<file path="config.mk">
export PLATFORM = sky130hd
export DESIGN_NAME = alu_design
export DESIGN_NICKNAME = d
export VERILOG_FILES = /design/src/rtl/alu_design.sv
export SDC_FILE = /design/constraint.sdc
export NUM_CORES = 1
export LEC_CHECK = 0
export ABC_AREA = 1
export CAP_MARGIN = 20
export CORE_UTILIZATION = 52
export DETAILED_ROUTE_END_ITERATION = 7
export PLACE_DENSITY = 0.85
export SYNTH_ARGS = -nofsm -noshare
export SYNTH_HDL_FRONTEND = slang
export SYNTH_SLANG_ARGS = --single-unit
export TNS_END_PERCENT = 50
</file>
<file path="constraint.sdc">
create_clock -name clk -period 5.41 [get_ports clk]
set_input_delay 0.541 -clock clk [delete_from_list [all_inputs] [get_ports clk]]
set_output_delay 0.541 -clock clk [all_outputs]
set_load 0.02 [all_outputs]
</file>
<file path="src/rtl/alu_design.sv">
// Multi-function registered ALU: adder with carry, full 16x16 multiplier,
// add/subtract unit with carry/no-borrow flag, and an unsigned comparator.
// Each cycle, sel chooses which function's result registers update.
// Results appear one cycle after their operands are sampled.
module alu_design (
  input  logic        clk,
  input  logic        rst,
  input  logic [1:0]  sel,
  input  logic [15:0] a,
  input  logic [15:0] b,
  input  logic        cin,
  input  logic [15:0] x,
  input  logic [15:0] y,
  input  logic [15:0] A,
  input  logic [15:0] B,
  input  logic        Op,
  input  logic [15:0] j,
  input  logic [15:0] k,
  output logic [15:0] y1,
  output logic [31:0] y2,
  output logic [15:0] y3,
  output logic        cout,
  output logic        carry_out,
  output logic        m
);

  typedef enum logic [1:0] {
    OP_ADD    = 2'b00,
    OP_MUL    = 2'b01,
    OP_ADDSUB = 2'b10,
    OP_CMP    = 2'b11
  } opSel_e;

  opSel_e      opSel;

  logic [16:0] addSumWide;
  logic [31:0] mulProduct;
  logic [15:0] asOperandB;
  logic [16:0] asResultWide;
  logic        cmpGreater;

  logic [15:0] addSum_q,    addSum_d;
  logic        addCarry_q,  addCarry_d;
  logic [31:0] mulProd_q,   mulProd_d;
  logic [15:0] asResult_q,  asResult_d;
  logic        asCarry_q,   asCarry_d;
  logic        cmpResult_q, cmpResult_d;

  assign opSel = opSel_e'(sel);

  // Datapath for every function is computed in parallel each cycle; the
  // subtract path inverts B and injects a carry of 1, so its carry-out
  // reads directly as "no borrow" (A >= B).
  always_comb begin
    addSumWide   = {1'b0, a} + {1'b0, b} + {16'b0, cin};
    mulProduct   = {16'b0, x} * {16'b0, y};
    asOperandB   = Op ? ~B : B;
    asResultWide = {1'b0, A} + {1'b0, asOperandB} + {16'b0, Op};
    cmpGreater   = (j > k);
  end

  // Next-state selection: only the selected function's registers take a
  // new value; everything else holds so earlier results stay visible.
  always_comb begin
    addSum_d    = addSum_q;
    addCarry_d  = addCarry_q;
    mulProd_d   = mulProd_q;
    asResult_d  = asResult_q;
    asCarry_d   = asCarry_q;
    cmpResult_d = cmpResult_q;
    unique case (opSel)
      OP_ADD: begin
        addSum_d   = addSumWide[15:0];
        addCarry_d = addSumWide[16];
      end
      OP_MUL: begin
        mulProd_d = mulProduct;
      end
      OP_ADDSUB: begin
        asResult_d = asResultWide[15:0];
        asCarry_d  = asResultWide[16];
      end
      OP_CMP: begin
        cmpResult_d = cmpGreater;
      end
      default: begin
      end
    endcase
  end

  // Result registers; reset clears every result and overrides any update.
  always_ff @(posedge clk) begin
    if (rst) begin
      addSum_q    <= 16'd0;
      addCarry_q  <= 1'b0;
      mulProd_q   <= 32'd0;
      asResult_q  <= 16'd0;
      asCarry_q   <= 1'b0;
      cmpResult_q <= 1'b0;
    end else begin
      addSum_q    <= addSum_d;
      addCarry_q  <= addCarry_d;
      mulProd_q   <= mulProd_d;
      asResult_q  <= asResult_d;
      asCarry_q   <= asCarry_d;
      cmpResult_q <= cmpResult_d;
    end
  end

  assign y1        = addSum_q;
  assign cout      = addCarry_q;
  assign y2        = mulProd_q;
  assign y3        = asResult_q;
  assign carry_out = asCarry_q;
  assign m         = cmpResult_q;

endmodule

</file>
==> impl_metrics.py, run 1 <==
metrics = {
    "synthesis": {
        "syn_nets": 2571,
        "avgSynthCellArea_um2": 6.79,
        "synth_top_family_by_area": "adder cells",
        "synthAdderAreaFrac": 0.410,
        "synthesis.area_um2": 14200,
        "synthMuxAreaShare": 0,
        "synth_xor_area_frac": 0.0247,
        "yosys_warnings": 0,
        "synth-seq-area-share": 0.0945,
        "synth_compound_area_frac": 0.0536,
        "synthCells": 2090,
        "ys_types": 31,
        "ys_seq_elements": 67,
        "yosys.area_share.simple": 0.249,
    },
    "clocking": {
        "clk_pin_slew_ns": 0.06,
        "hold_buffers": 0,
        "cts_tree": "built",
        "worstSkewPairLatency_ns": 0.33,
        "cts_sinks": 67,
        "max-clock-path-buffers": 2,
        "cts-root-buf": "clkbuf_16",
        "htreeDepth": 3,
        "numCtsBuffers": 9,
    },
    "detailed_routing": {
        "drt-wirelength-per-cell_um": 15.7,
        "route.vias.total": 14100,
        "via_per_inst": 5.21,
        "drt-initial-drc-count": 911,
        "first_pass_iters": 6,
        "totalWireLength_um": 42400,
        "antenna_left": 0,
        "drc_errors": 0,
    },
    "placed_design": {
        "routabilityCongestion": 0.952,
        "hpwl_um": 32900,
        "portBuffers": 200,
    },
    "cells_and_area": {
        "nets": 2842,
        "syn_to_final_growth_pct": 28.4,
        "diodes": 0,
        "layout_commonest_cell": "nand2_1",
        "utilization": 0.678,
        "drive_gt1_frac": 0.133,
        "final_cell_mix": "nand2_1, inv_1, fa_1",
    },
    "timing": {
        "fin_worst_skew_ns": 0,
        "whs_ns": 0.465,
        "hold_viol_final": 0,
        "fin_crit_ns": 5.47,
        "drv_slew": 0,
        "final.setup.tns_ns": -0.132,
        "fin_ws_ns": -0.0646,
        "timing.final.crit_share": 1.01,
        "rsz0062_at_grt": "true",
        "max_slew_margin": 0.313,
        "worst_pin_slew_ns": 1.03,
        "finalSetupViolCount": 6,
        "max_freq_mhz": 183,
    },
    "worst_setup_path": {
        "required_ns": 5.65,
        "cp_max_fo": 6,
        "critPathKind": "input pin to flip-flop",
        "worst_setup_path_end_kind": "flip-flop",
        "critical_path_arrival_ns": 5.71,
        "start_kind": "input pin",
    },
    "global_route": {
        "grt_max_degree": 47,
        "gr-total-overflow": 0,
        "grt.total_usage": 0.301,
        "grt_pass1_vias": 14700,
        "grt_pass1_wl_um": 68200,
        "antenna_found_initial": 0,
    },
    "die": {
        "start_util": 0.528,
        "die_w_um": 167,
        "rows": 60,
        "fp.dieArea_um2": 28000,
        "dieHeight_um": 167,
        "io_pins": 201,
        "core_um2": 26900,
    },
    "min_path": {
        "hp-class": "flip-flop to flip-flop",
    },
    "run_status": {
        "failed_checks": "negative setup slack",
        "outcome": "complete, but fails checks",
    },
    "run": {
        "cap_viol_max_count": 0,
    },
}
-- state kept, by name (all words and copies together), names as in the netlist --
register	count
y3	16
cout	1
m	1
carry_out	1
y2	32
y1	16
-- layout make-up --
| cell class | instances | area (um^2) |
|---|---|---|
| multi-input cells | 1393 | 10900 |
| fillers | 2122 | 8650 |
| repair buffers | 343 | 3180 |
| inverters | 547 | 2050 |
| flip-flops and latches | 67 | 1340 |
| well taps | 341 | 427 |
| clock buffers | 9 | 225 |
| clock inverters | 7 | 83.8 |
-- cell families (layout without fill, tap and decap cells) --
family	Yosys count	in the layout
adder cells (fa/ha/maj)	347	347
AO/OA/AOI/OAI	138	138
XOR/XNOR	40	40
AND/OR/NAND/NOR	868	868
flip-flops	67	67
buffers and inverters	630	906
-- through the flow --
step | setup WS (ns) | instance area (um^2) | cells
2_1_floorplan | 0.000445 | 14200 | 2090
3_3_place_gp | -0.636 | 17200 | 2653
3_5_place_dp | -0.648 | 17200 | 2653
4_1_cts | 0.0162 | 18000 | 2694
5_1_grt | -0.218 | 18200 | 2707
6_report | -0.0646 | 18200 | 2707
-- final timing paths --
check / to / cells after the start / startpoint / slack, ns
max: y2[26] / 24 / y[8] / -0.06
min reg2reg: m / 2 / m / 0.46
max reg2reg: y3[4] / 4 / y3[4] / 4.62
min: m / 2 / m / 0.46
-- synth_stat cells (all sizes together) --
cell type / count / area [um^2]
a31oi: 5 / 31.3
dfxtp: 67 / 1340
nor3: 7 / 35.0
ha: 150 / 1880
nand3: 79 / 440
nand3b: 1 / 7.51
a21o: 11 / 82.6
clkbuf: 70 / 263
a211oi: 2 / 15.0
inv: 547 / 2050
o211ai: 1 / 7.51
o21bai: 4 / 30.0
nand2: 572 / 2180
fa: 197 / 3940
o21ai: 54 / 274
nor2: 198 / 806
a21oi: 61 / 320
xnor2: 6 / 52.6
nand4: 11 / 68.8
buf: 13 / 67.6
xor2: 34 / 298
-- critical path, cell delays in order --
cell and delay (ns):
clkdlybuf4s15_1 0.27, buf_4 0.19, nand2_1 0.08, fa_1 0.51, inv_1 0.06, fa_1 0.51
fa_1 0.69, fa_2 0.53, fa_1 0.52, inv_1 0.06, fa_1 0.48, inv_1 0.06
ha_4 0.30, nand2_2 0.10, inv_1 0.09, nand2_2 0.06, buf_4 0.12, buf_4 0.12
nand3_1 0.07, nand2_1 0.06, nand4_1 0.07, nand3_1 0.08, nand2_1 0.08, inv_1 0.04
-- layer usage --
| metal | up-vias | routed length [um] | track usage |
|---|---|---|---|
| li1 | 6628 | - | - |
| met1 | 6612 | 16000 | 0.355 |
| met2 | 676 | 20500 | 0.534 |
| met3 | 174 | 3930 | 0.0690 |
| met4 | 0 | 1980 | 0.113 |
| met5 | - | 0 | 0 |
-- timing repair --
action / in CTS / in global routing
buffers inserted: 19 / 12
pin swaps: 45 / 57
gates resized for setup: 106 / 107
gates cloned: 7 / 2
endpoints found under the setup margin: 21 / 21
Power of run 1 is not shown: default switching activity piles up to over one toggle a cycle in this logic, so the estimate is an artifact.
==> inputs of run 2 (changes only) <==
--- a/config.mk
+++ b/config.mk
@@ -6,10 +6,12 @@
 export NUM_CORES = 1
 export LEC_CHECK = 0
 export ABC_AREA = 1
-export CAP_MARGIN = 20
+export CAP_MARGIN = 40
+export CORE_MARGIN = 4
 export CORE_UTILIZATION = 52
 export DETAILED_ROUTE_END_ITERATION = 7
 export PLACE_DENSITY = 0.85
+export RECOVER_POWER = 100
 export SYNTH_ARGS = -nofsm -noshare
 export SYNTH_HDL_FRONTEND = slang
 export SYNTH_SLANG_ARGS = --single-unit
==> run 2 against run 1 <==
Effect of this change:
- the run ends with max-capacitance violations, max-slew violations left
- die area rose by 7.3%
- flip-flop and latch count is the same
- hold slack better by 0.020 ns
- non-clock buffer count down 13
- setup slack improved by 0.16 ns
- first-iteration DRC count up 23%
- register-to-register slack hardly changed
- clock skew unchanged
- core utilization fell by 0.21 points
- routed wire length increased by 2.4%
- via count decreased by 0.38%
- critical endpoint is now y2[25]
- highest routed layer is now met5
==> impl_metrics.py, run 2 (synthesis results as in run 1) <==
metrics = {
    "run_status": {
        "outcome": "complete, but fails checks",
        "failed_checks": "max-capacitance violations, max-slew violations",
    },
    "cells_and_area": {
        "fill_cells": 2136,
        "drive_gt1_frac": 0.123,
        "nets": 2829,
        "layout_commonest_cell": "inv_1",
        "final_cell_mix": "inv_1, nand2_1, fa_1",
        "largest_reg_flops": 32,
        "final_area_um2": 18200,
        "syn_to_final_growth_pct": 28.0,
        "diodes": 0,
    },
    "clocking": {
        "htreeDepth": 3,
        "max-clock-path-buffers": 2,
        "worstSkewPairLatency_ns": 0.33,
        "clk_pin_slew_ns": 0.06,
        "cts-root-buf": "clkbuf_16",
        "hold_buffers": 0,
        "cts_sinks": 67,
        "cts_tree": "built",
        "numCtsBuffers": 9,
    },
    "worst_setup_path": {
        "required_ns": 5.64,
        "cp_max_fo": 6,
        "critPathKind": "input pin to flip-flop",
        "start_kind": "input pin",
        "reg2reg_depth": 4,
        "slowest_stage": "fa_1",
        "r2r_slack_ns": 4.61,
        "crit_path_max_incr_delay_ns": 0.55,
        "critical_path_arrival_ns": 5.55,
        "worst_setup_path_end_kind": "flip-flop",
        "crit_path_frequent_cell": "inv_1",
    },
    "min_path": {
        "hp-class": "flip-flop to flip-flop",
        "holdPathStages": 2,
    },
    "die": {
        "io_pins": 201,
        "core_um2": 26900,
        "start_util": 0.528,
        "fp.dieArea_um2": 30000,
        "dieHeight_um": 173,
        "rows": 60,
        "die_w_um": 173,
    },
    "global_route": {
        "use_met3": 0.0763,
        "gr-usage-met2": 0.494,
        "grt_pass1_wl_um": 69300,
        "met1_usage": 0.320,
        "grt_max_degree": 45,
        "antenna_found_initial": 1,
        "grt.busiest_layer": "met2",
        "grt_pass1_vias": 14800,
        "grt.total_usage": 0.278,
        "gr-total-overflow": 0,
    },
    "timing": {
        "final.setup.tns_ns": 0,
        "timing.final.crit_share": 0.983,
        "fin_worst_skew_ns": 0,
        "finalSetupViolCount": 0,
        "fin_crit_ns": 5.32,
        "rsz0062_at_grt": "true",
        "worst_pin_slew_ns": 1.81,
        "whs_ns": 0.485,
        "max_slew_margin": -0.214,
        "drv_slew": 29,
        "max_freq_mhz": 188,
        "hold_viol_final": 0,
    },
    "detailed_routing": {
        "antenna_left": 0,
        "drt-wirelength-per-cell_um": 16.1,
        "route.vias.total": 14000,
        "drt-initial-drc-count": 1120,
        "first_pass_iters": 6,
        "via_per_inst": 5.21,
        "totalWireLength_um": 43400,
        "drc_errors": 0,
    },
    "placed_design": {
        "portBuffers": 200,
        "routabilityCongestion": 0.922,
        "hpwl_um": 33400,
        "placed_area_um2": 17200,
    },
    "run": {
        "cap_viol_max_count": 1,
    },
}
[run 2: per-layer routing]
metal,up-vias,part of all wire
met5,-,0.00016
met4,2,0.051
met3,196,0.097
met2,696,0.49
met1,6551,0.36
li1,6592,-
[run 2: layout make-up]
cell class | count | area, um^2 | area share
Multi-Input combinational cell | 1393 | 10800 | 0.597
Tap cell | 341 | 427 | 0.0235
Inverter | 547 | 2050 | 0.113
Clock inverter | 6 | 65.1 | 0.00358
Timing Repair Buffer | 330 | 3190 | 0.176
Sequential cell | 67 | 1340 | 0.0738
Clock buffer | 10 | 239 | 0.0132
[run 2: worst paths after layout]
kind         startpoint  endpoint
max                y[4]    y2[25]
min               y2[0]     y2[0]
min reg2reg       y2[0]     y2[0]
max reg2reg       y3[9]     y3[9]
[run 2: through the flow]
stage	worst slack, ns	std cells	utilization
floorplan	0.000445	2090	-
global placement	-0.599	2652	0.639
detailed placement	-0.636	2654	0.640
CTS	-0.000376	2678	0.665
global route	-0.135	2694	0.676
finish	0.0909	2694	0.676
[run 2: critical path, delay by kind of cell]
family        cells  cell delay [ns]
fa+ha+maj         7             3.46
simple gates      9             0.79
buf+inv           9             0.76
[run 2: repair_timing]
item	in CTS	in global routing
setup endpoints to repair	21	21
cloned	6	5
resized for setup	77	135
pin swaps	21	49
buffers inserted	2	13
Power of run 2 is left out for the same reason.
==> inputs of run 3 (changes only) <==
--- a/config.mk
+++ b/config.mk
@@ -12,6 +12,7 @@
 export DETAILED_ROUTE_END_ITERATION = 7
 export PLACE_DENSITY = 0.85
 export RECOVER_POWER = 100
+export REMOVE_ABC_BUFFERS = 1
 export SYNTH_ARGS = -nofsm -noshare
 export SYNTH_HDL_FRONTEND = slang
 export SYNTH_SLANG_ARGS = --single-unit
==> run 3 against run 2 <==
Effect of this change:
- non-clock buffer count increased by 4
- critical path type unchanged
- die area unchanged
- flip-flop and latch count unchanged
- largest cell class unchanged
- the run still ends with max-capacitance violations, max-slew violations left
- setup slack got worse by 0.011 ns
- final cell count increased by 0.11%
==> impl_metrics.py, run 3 (synthesis results as in run 1) <==
metrics = {
    "worst_setup_path": {
        "critical_path_arrival_ns": 5.55,
        "reg2reg_depth": 4,
        "r2r_slack_ns": 4.65,
        "cp_cell_sequence": "buf_2 > bufbuf_16 > nand2_1 > inv_1 > fa_1 > inv_1 > fa_1 > fa_2 > inv_1 > fa_1 > fa_1 > inv_1 > fa_1 > inv_1 > ha_4 > nand2_4 > nor2_4 > nand3_2 > nand3_2 > nand2_2 > nand3_2 > nand2_2 > nor2_2 > nor2_1",
        "path_delay_family": "adder cells",
        "slowest_stage": "fa_1",
        "critPathKind": "input pin to flip-flop",
        "required_ns": 5.63,
        "r2r-end": "y2[8]",
        "worst_setup_path_end_kind": "flip-flop",
        "timing.rr.start": "y2[8]",
        "crit_path_max_incr_delay_ns": 0.55,
        "start_kind": "input pin",
        "cp.buffers_inverters": 7,
        "worst-path-stages": 24,
        "cp_max_fo": 6,
    },
    "clocking": {
        "cts-root-buf": "clkbuf_16",
        "htreeDepth": 3,
        "worstSkewPairLatency_ns": 0.33,
        "cts_sinks": 67,
        "numCtsBuffers": 9,
        "clk_pin_slew_ns": 0.05,
        "max-clock-path-buffers": 2,
        "cts_tree": "built",
    },
    "timing": {
        "max_slew_margin": -0.158,
        "timing.final.crit_share": 0.985,
        "fin_crit_ns": 5.33,
        "max_freq_mhz": 188,
        "rsz0062_at_grt": "true",
        "hold_viol_final": 0,
        "drv_slew": 29,
        "finalSetupViolCount": 0,
        "fin_worst_skew_ns": 0,
        "worst_pin_slew_ns": 1.73,
    },
    "cells_and_area": {
        "syn_to_final_growth_pct": 28.6,
        "final_cell_mix": "inv_1, nand2_1, fa_1",
        "largest_reg_flops": 32,
        "nets": 2833,
        "stdcell_count": 2697,
        "layout_commonest_cell": "inv_1",
        "drive_gt1_frac": 0.141,
        "diodes": 0,
        "utilization": 0.679,
    },
    "die": {
        "start_util": 0.528,
        "core_um2": 26900,
        "dieHeight_um": 173,
        "io_pins": 201,
        "die_w_um": 173,
        "rows": 60,
        "fp.dieArea_um2": 30000,
    },
    "global_route": {
        "grt.busiest_layer": "met2",
        "use_met3": 0.0722,
        "gr-total-overflow": 0,
        "grt_pass1_wl_um": 69300,
        "grt.total_usage": 0.278,
        "antenna_found_initial": 0,
        "grt_max_degree": 54,
        "gr-usage-met2": 0.509,
        "met1_usage": 0.309,
        "grt_pass1_vias": 14800,
    },
    "detailed_routing": {
        "first_pass_iters": 7,
        "drc_errors": 0,
        "drt-initial-drc-count": 820,
        "antenna_left": 0,
        "drt-wirelength-per-cell_um": 15.9,
        "totalWireLength_um": 43000,
        "via_per_inst": 5.16,
        "route.vias.total": 13900,
    },
    "placed_design": {
        "placed_cells": 2643,
        "routabilityCongestion": 0.920,
        "hpwl_um": 32800,
        "portBuffers": 200,
    },
    "run_status": {
        "outcome": "complete, but fails checks",
        "failed_checks": "max-capacitance violations, max-slew violations",
    },
    "min_path": {
        "min_from": "y2[0]",
        "hp-class": "flip-flop to flip-flop",
        "hold_path_end": "y2[0]",
        "holdPathStages": 2,
    },
    "run": {
        "cap_viol_max_count": 1,
    },
}
## run 3: cell count changes in the layout (fill, tap and decap cells not counted), sizes merged, moves of 2 or more
cell / delta
buf: +5
clkbuf: +2
clkdlybuf4s15: +4
clkdlybuf4s50: +3
dlygate4sd3: -3
dlymetal6s2s: -7
## run 3: worst max-delay path by stage
stage,start,end,slack (ns)
global placement,x[7],y2[25],-0.58
global route,x[8],y2[28],-0.09
CTS,y[10],y2[25],0.0008
detailed placement,x[7],y2[16],-0.65
floorplan,x[7],y2[23],0.42
finish,x[8],y2[31],0.08
## run 3: stage by stage
step | TNS [ns] | cell area (um^2) | worst slack (ns) | hold WS [ns]
2_1_floorplan | 0 | 13900 | 0.416 | 0.534
3_3_place_gp | -10.67 | 17100 | -0.580 | 0.463
3_5_place_dp | -12.05 | 17100 | -0.651 | 0.471
4_1_cts | 0 | 17900 | 0.000838 | 0.482
5_1_grt | -0.718 | 18300 | -0.0930 | 0.509
6_report | 0 | 18300 | 0.0799 | 0.476
## run 3: what timing repair did
item,CTS,global route
gates resized for setup,103,157
pin swaps,51,75
buffers inserted,21,16
hold buffers,0,0
gates cloned,2,2
endpoints found under the setup margin,21,21
## run 3: final cells by class
| class | instances | area (um^2) |
|---|---|---|
| timing repair buffer | 334 | 3170 |
| sequential | 67 | 1340 |
| tap | 341 | 427 |
| clock inverter | 3 | 15.0 |
| fill | 2114 | 8610 |
| multi-input combinational | 1393 | 11000 |
| inverter | 547 | 2050 |
| clock buffer | 12 | 246 |
## run 3: worst min-delay path: cells and delay by family, from the launching register on
family	cells	cell delay, ns
flip-flops	1	0.31
AO/OA/AOI/OAI	1	0.05
AND/OR/NAND/NOR	1	0.06
## run 3: layer usage
layer / up-vias / wire length (um)
met5: - / 0
met4: 0 / 1970
met3: 155 / 3820
met2: 637 / 21600
met1: 6513 / 15600
li1: 6601 / -
Power of run 3 is left out for the same reason.
==> RTL change 1: new RTL, flow settings as in run 2 <==
Make the reset (`rst`) asynchronous in one clocked block.
--- a/src/rtl/alu_design.sv
+++ b/src/rtl/alu_design.sv
@@ -91,3 +91,3 @@
   // Result registers; reset clears every result and overrides any update.
-  always_ff @(posedge clk) begin
+  always_ff @(posedge clk or posedge rst) begin
     if (rst) begin
Function: differs if rst is asserted again (counterexample within 4 cycles, from zero or initial values and one cycle with rst high); with rst held inactive, the same outputs for 10 cycles.
==> RTL change 1 against run 2 <==
  * The run still ends with capacitance limit, slew limit left
  * Global-route usage shrank 0.85 points
  * Critical path type unchanged
  * Die area is essentially flat
  * Largest cell class unchanged
  * First-iteration DRC count shrank 11%
  * Highest routed layer is now met4
  * Wire length is essentially flat
  * Cell count shrank 2.5%
  * Count of clock-buffer cells in the layout shrank 1
  * Synthesized area is essentially flat
  * Critical endpoint is now y2[26]
  * Setup slack gained 0.010 ns
  * Design area grew 0.64%
  * Critical path depth grew 1
  * Non-clock buffer count grew 19
  * Sequential cell count is the same
Power is left out: the tool's default activity adds up to more than one toggle a clock period on the data nets, which glitch-free logic cannot reach.
==> RTL change 1: results (changes against run 2) <==
* Outcome: finished, violations left
* Failing checks: capacitance limit, slew limit
* Met1 Use GR at 0.3180 (-0.001931)
* Multi-input logic portion of the cell area at 0.5870 (-0.01017)
* Number of global-route vias before repair at 14380 (-2.9%)
* Inverters excl. clock at 498 (-9.0%)
* Place WS at -0.5459 ns (+0.08989 ns)
* Fill cells at 2045 (-4.3%)
* Worst relative slew slack at -1.107 (-0.8926)
* Hpwl dp at 33010 µm (-1.2%)
* Wl on met1 at 15750 µm (+0.63%)
* Dpl cell area at 0.01721 mm² (about the same)
* WL met3 at 4056 µm (-3.4%)
* Post-CTS Setup Bufs at 13 (+11)
* MaxCap Viol Count at 1 (unchanged)
* CP startpoint: x[9]
* Buffering overhead at 0.1804 (+0.004629)
* Met2 Usage GRT at 0.4863 (-0.007547)
* Global routing usage on met3 at 0.06347 (-0.01287)
* Sequential share of cell area at 0.09170 (+0.01787)
* Sequential area share after synthesis at 0.1181 (+0.02366)
* Mapped Cells at 1999 (-4.4%)
* Final Slew Violations at 57 (+97%)
* Total Nets Final at 2762 (-2.4%)
* Reg-to-Reg Start: y1[8]
* CP max stage delay at 0.57 ns (+0.02 ns)
-- RTL change 1: cell types whose count changed after synthesis, sizes merged, moves of 4 or more --
cell    delta
nor2     -121
a21o       -7
buf        -5
dfrtp     +67
a21oi      -4
dfxtp     -67
nand2     +97
nand3b    +11
xor2      -12
o21ai     -16
xnor2      +6
inv       -50
or2        +7
-- RTL change 1: path summary, 6_finish.rpt --
check | endpoint | cells after the start
setup reg to reg | y1[8] | 2
max in group asynchronous | y2[20] | 4
hold reg to reg | y2[2] | 2
min in group asynchronous | y3[10] | 3
setup / recovery | y2[26] | 26
hold / removal | y2[2] | 2
-- RTL change 1: logic make-up (layout without fill, tap and decap cells) --
logic type               Yosys count  count (layout)
AO/OA/AOI/OAI                    111             111
buffers and inverters            576             863
XOR/XNOR                          34              34
adder cells (fa/ha/maj)          347             347
AND/OR/NAND/NOR                  864             864
flip-flops                        67              67
==> RTL change 2: new RTL, config.mk and constraints of run 2 <==
Made on the original files. Put one more register stage on the output `y3`, cleared by the reset. The value now appears one clock later. The other outputs are not delayed to match.
--- a/src/rtl/alu_design.sv
+++ b/src/rtl/alu_design.sv
@@ -112,3 +112,9 @@
   assign y2        = mulProd_q;
-  assign y3        = asResult_q;
+  always_ff @(posedge clk) begin
+    if (rst) begin
+      y3 <= '0;
+    end else begin
+      y3 <= asResult_q;
+    end
+  end
   assign carry_out = asCarry_q;
Check against the original RTL: not equivalent (Yosys sat finds a counterexample within 4 cycles, from zero or initial values and one cycle with rst high).
==> RTL change 2 against run 2 <==
  * First-iteration DRC count down 18%
  * Hold slack worse by 0.051 ns
  * Synthesized area increased by 2.9%
  * Setup slack improved by 0.015 ns
  * Sequential cell count rose by 16
  * Die area rose by 2.7%
  * Non-clock buffer count grew 14
  * Sequential share of layout area up 1.5 points
  * Wire length is 1.3% lower
  * Design area is 3.5% higher
  * Fmax grew 0.29%
Power is not shown: default switching activity piles up to over one toggle a cycle in this logic, so the estimate is an artifact.
==> RTL change 2: results (changes against run 2) <==
* Met2 WL at 21310 µm (-0.25%)
* CP max stage delay at 0.58 ns (+0.03 ns)
* Initial antenna violation count at 0 (-1)
* Global routing usage on met3 at 0.06866 (-0.007675)
* Share of layout cells above drive strength 1 at 0.1443 (+0.02146)
* Number of library cell types mapped by synthesis at 34 (+9.7%)
* Fill cells at 2213 (+3.6%)
* GRT Overall Usage at 0.2668 (-0.01073)
* Dpl cell area at 0.01760 mm² (+2.3%)
* Wl on met1 at 16000 µm (+2.2%)
* Syn nets at 2610 (+1.5%)
* Hold path startpoint: asResult_q[5]
* Place WS at -0.6738 ns (-0.03801 ns)
* Worst relative slew slack at 0.4310 (+0.6449)
* Outcome: completed
* Vias post-DR at 14130 (+0.63%)
* WL final at 42870 µm (-1.3%)
* Multi-input logic portion of the cell area at 0.5853 (-0.01186)
* Hpwl dp at 32800 µm (-1.8%)
* Reg-to-Reg Start: y2[6]
* First-pass GRT wire length at 68060 µm (-1.8%)
* WL met3 at 4038 µm (-3.8%)
* Inverters excl. clock at 565 (+3.3%)
* R2R Setup Slk at 4.67 ns (+0.06 ns)
* Number of global-route vias before repair at 14560 (-1.7%)
* Clock-cell share at 0.01777 (+0.001034)
* Met1 Use GR at 0.3141 (-0.005845)
* Hold Path End: y3[5]
* Total Nets Final at 2881 (+1.8%)
* Nonclk buf count at 344 (+4.2%)
* Multi-input logic cell count at 1397 (+0.29%)
* Area grow syn2layout at 28.74%
* Hold_ws at 0.4340 ns (-0.05115 ns)
* Synth cell count leaders: nand2_1 (564), inv_1 (563), fa_1 (197), nor2_1 (177), ha_1 (150)
* Seq cells at 83 (+24%)
* Largest net degree at the start of global routing at 66 (+47%)
* Sequential area share after synthesis at 0.1138 (+0.01931)
* Fmax achieved at 188.5 MHz (+0.29%)
* Buffering overhead at 0.1706 (-0.005186)
* CP startpoint: y[5]
* Final RePlAce weighted congestion at 0.9142 (-0.81%)
* Synth area leaders: fa_1 (27%), nand2_1 (14%), inv_1 (14%)
RTL change 2: changes by cell type after synthesis, sizes merged, moves of 4 or more:
cell	before	now
dfxtp	67	83
nand2	572	576
inv	547	564
nand3	79	74
nor2	198	189
a21oi	61	72
RTL change 2: cell families (layout without fill, tap and decap cells):
group,after synthesis,after routing,synth area share
simple gates,858,858,0.2376
buf+inv,649,925,0.1688
fa+ha+maj,347,347,0.3986
compound gates,151,151,0.05672
flops,83,83,0.1138
xor+xnor,41,41,0.02459
RTL change 2: timing repair:
action / CTS / global route
gates resized for setup: 114 / 142
setup endpoints to repair: 21 / 21
pin swaps: 71 / 99
hold endpoints to repair: 0 / 0
buffers inserted: 24 / 10
hold buffers: 0 / 0
gates cloned: 4 / 3
RTL change 2: metrics by stage:
step	setup TNS, ns	instances
6_report	0	2783
2_1_floorplan	0	2129
3_3_place_gp	-10.76	2726
3_5_place_dp	-12.05	2727
4_1_cts	0	2771
5_1_grt	-0.3743	2783
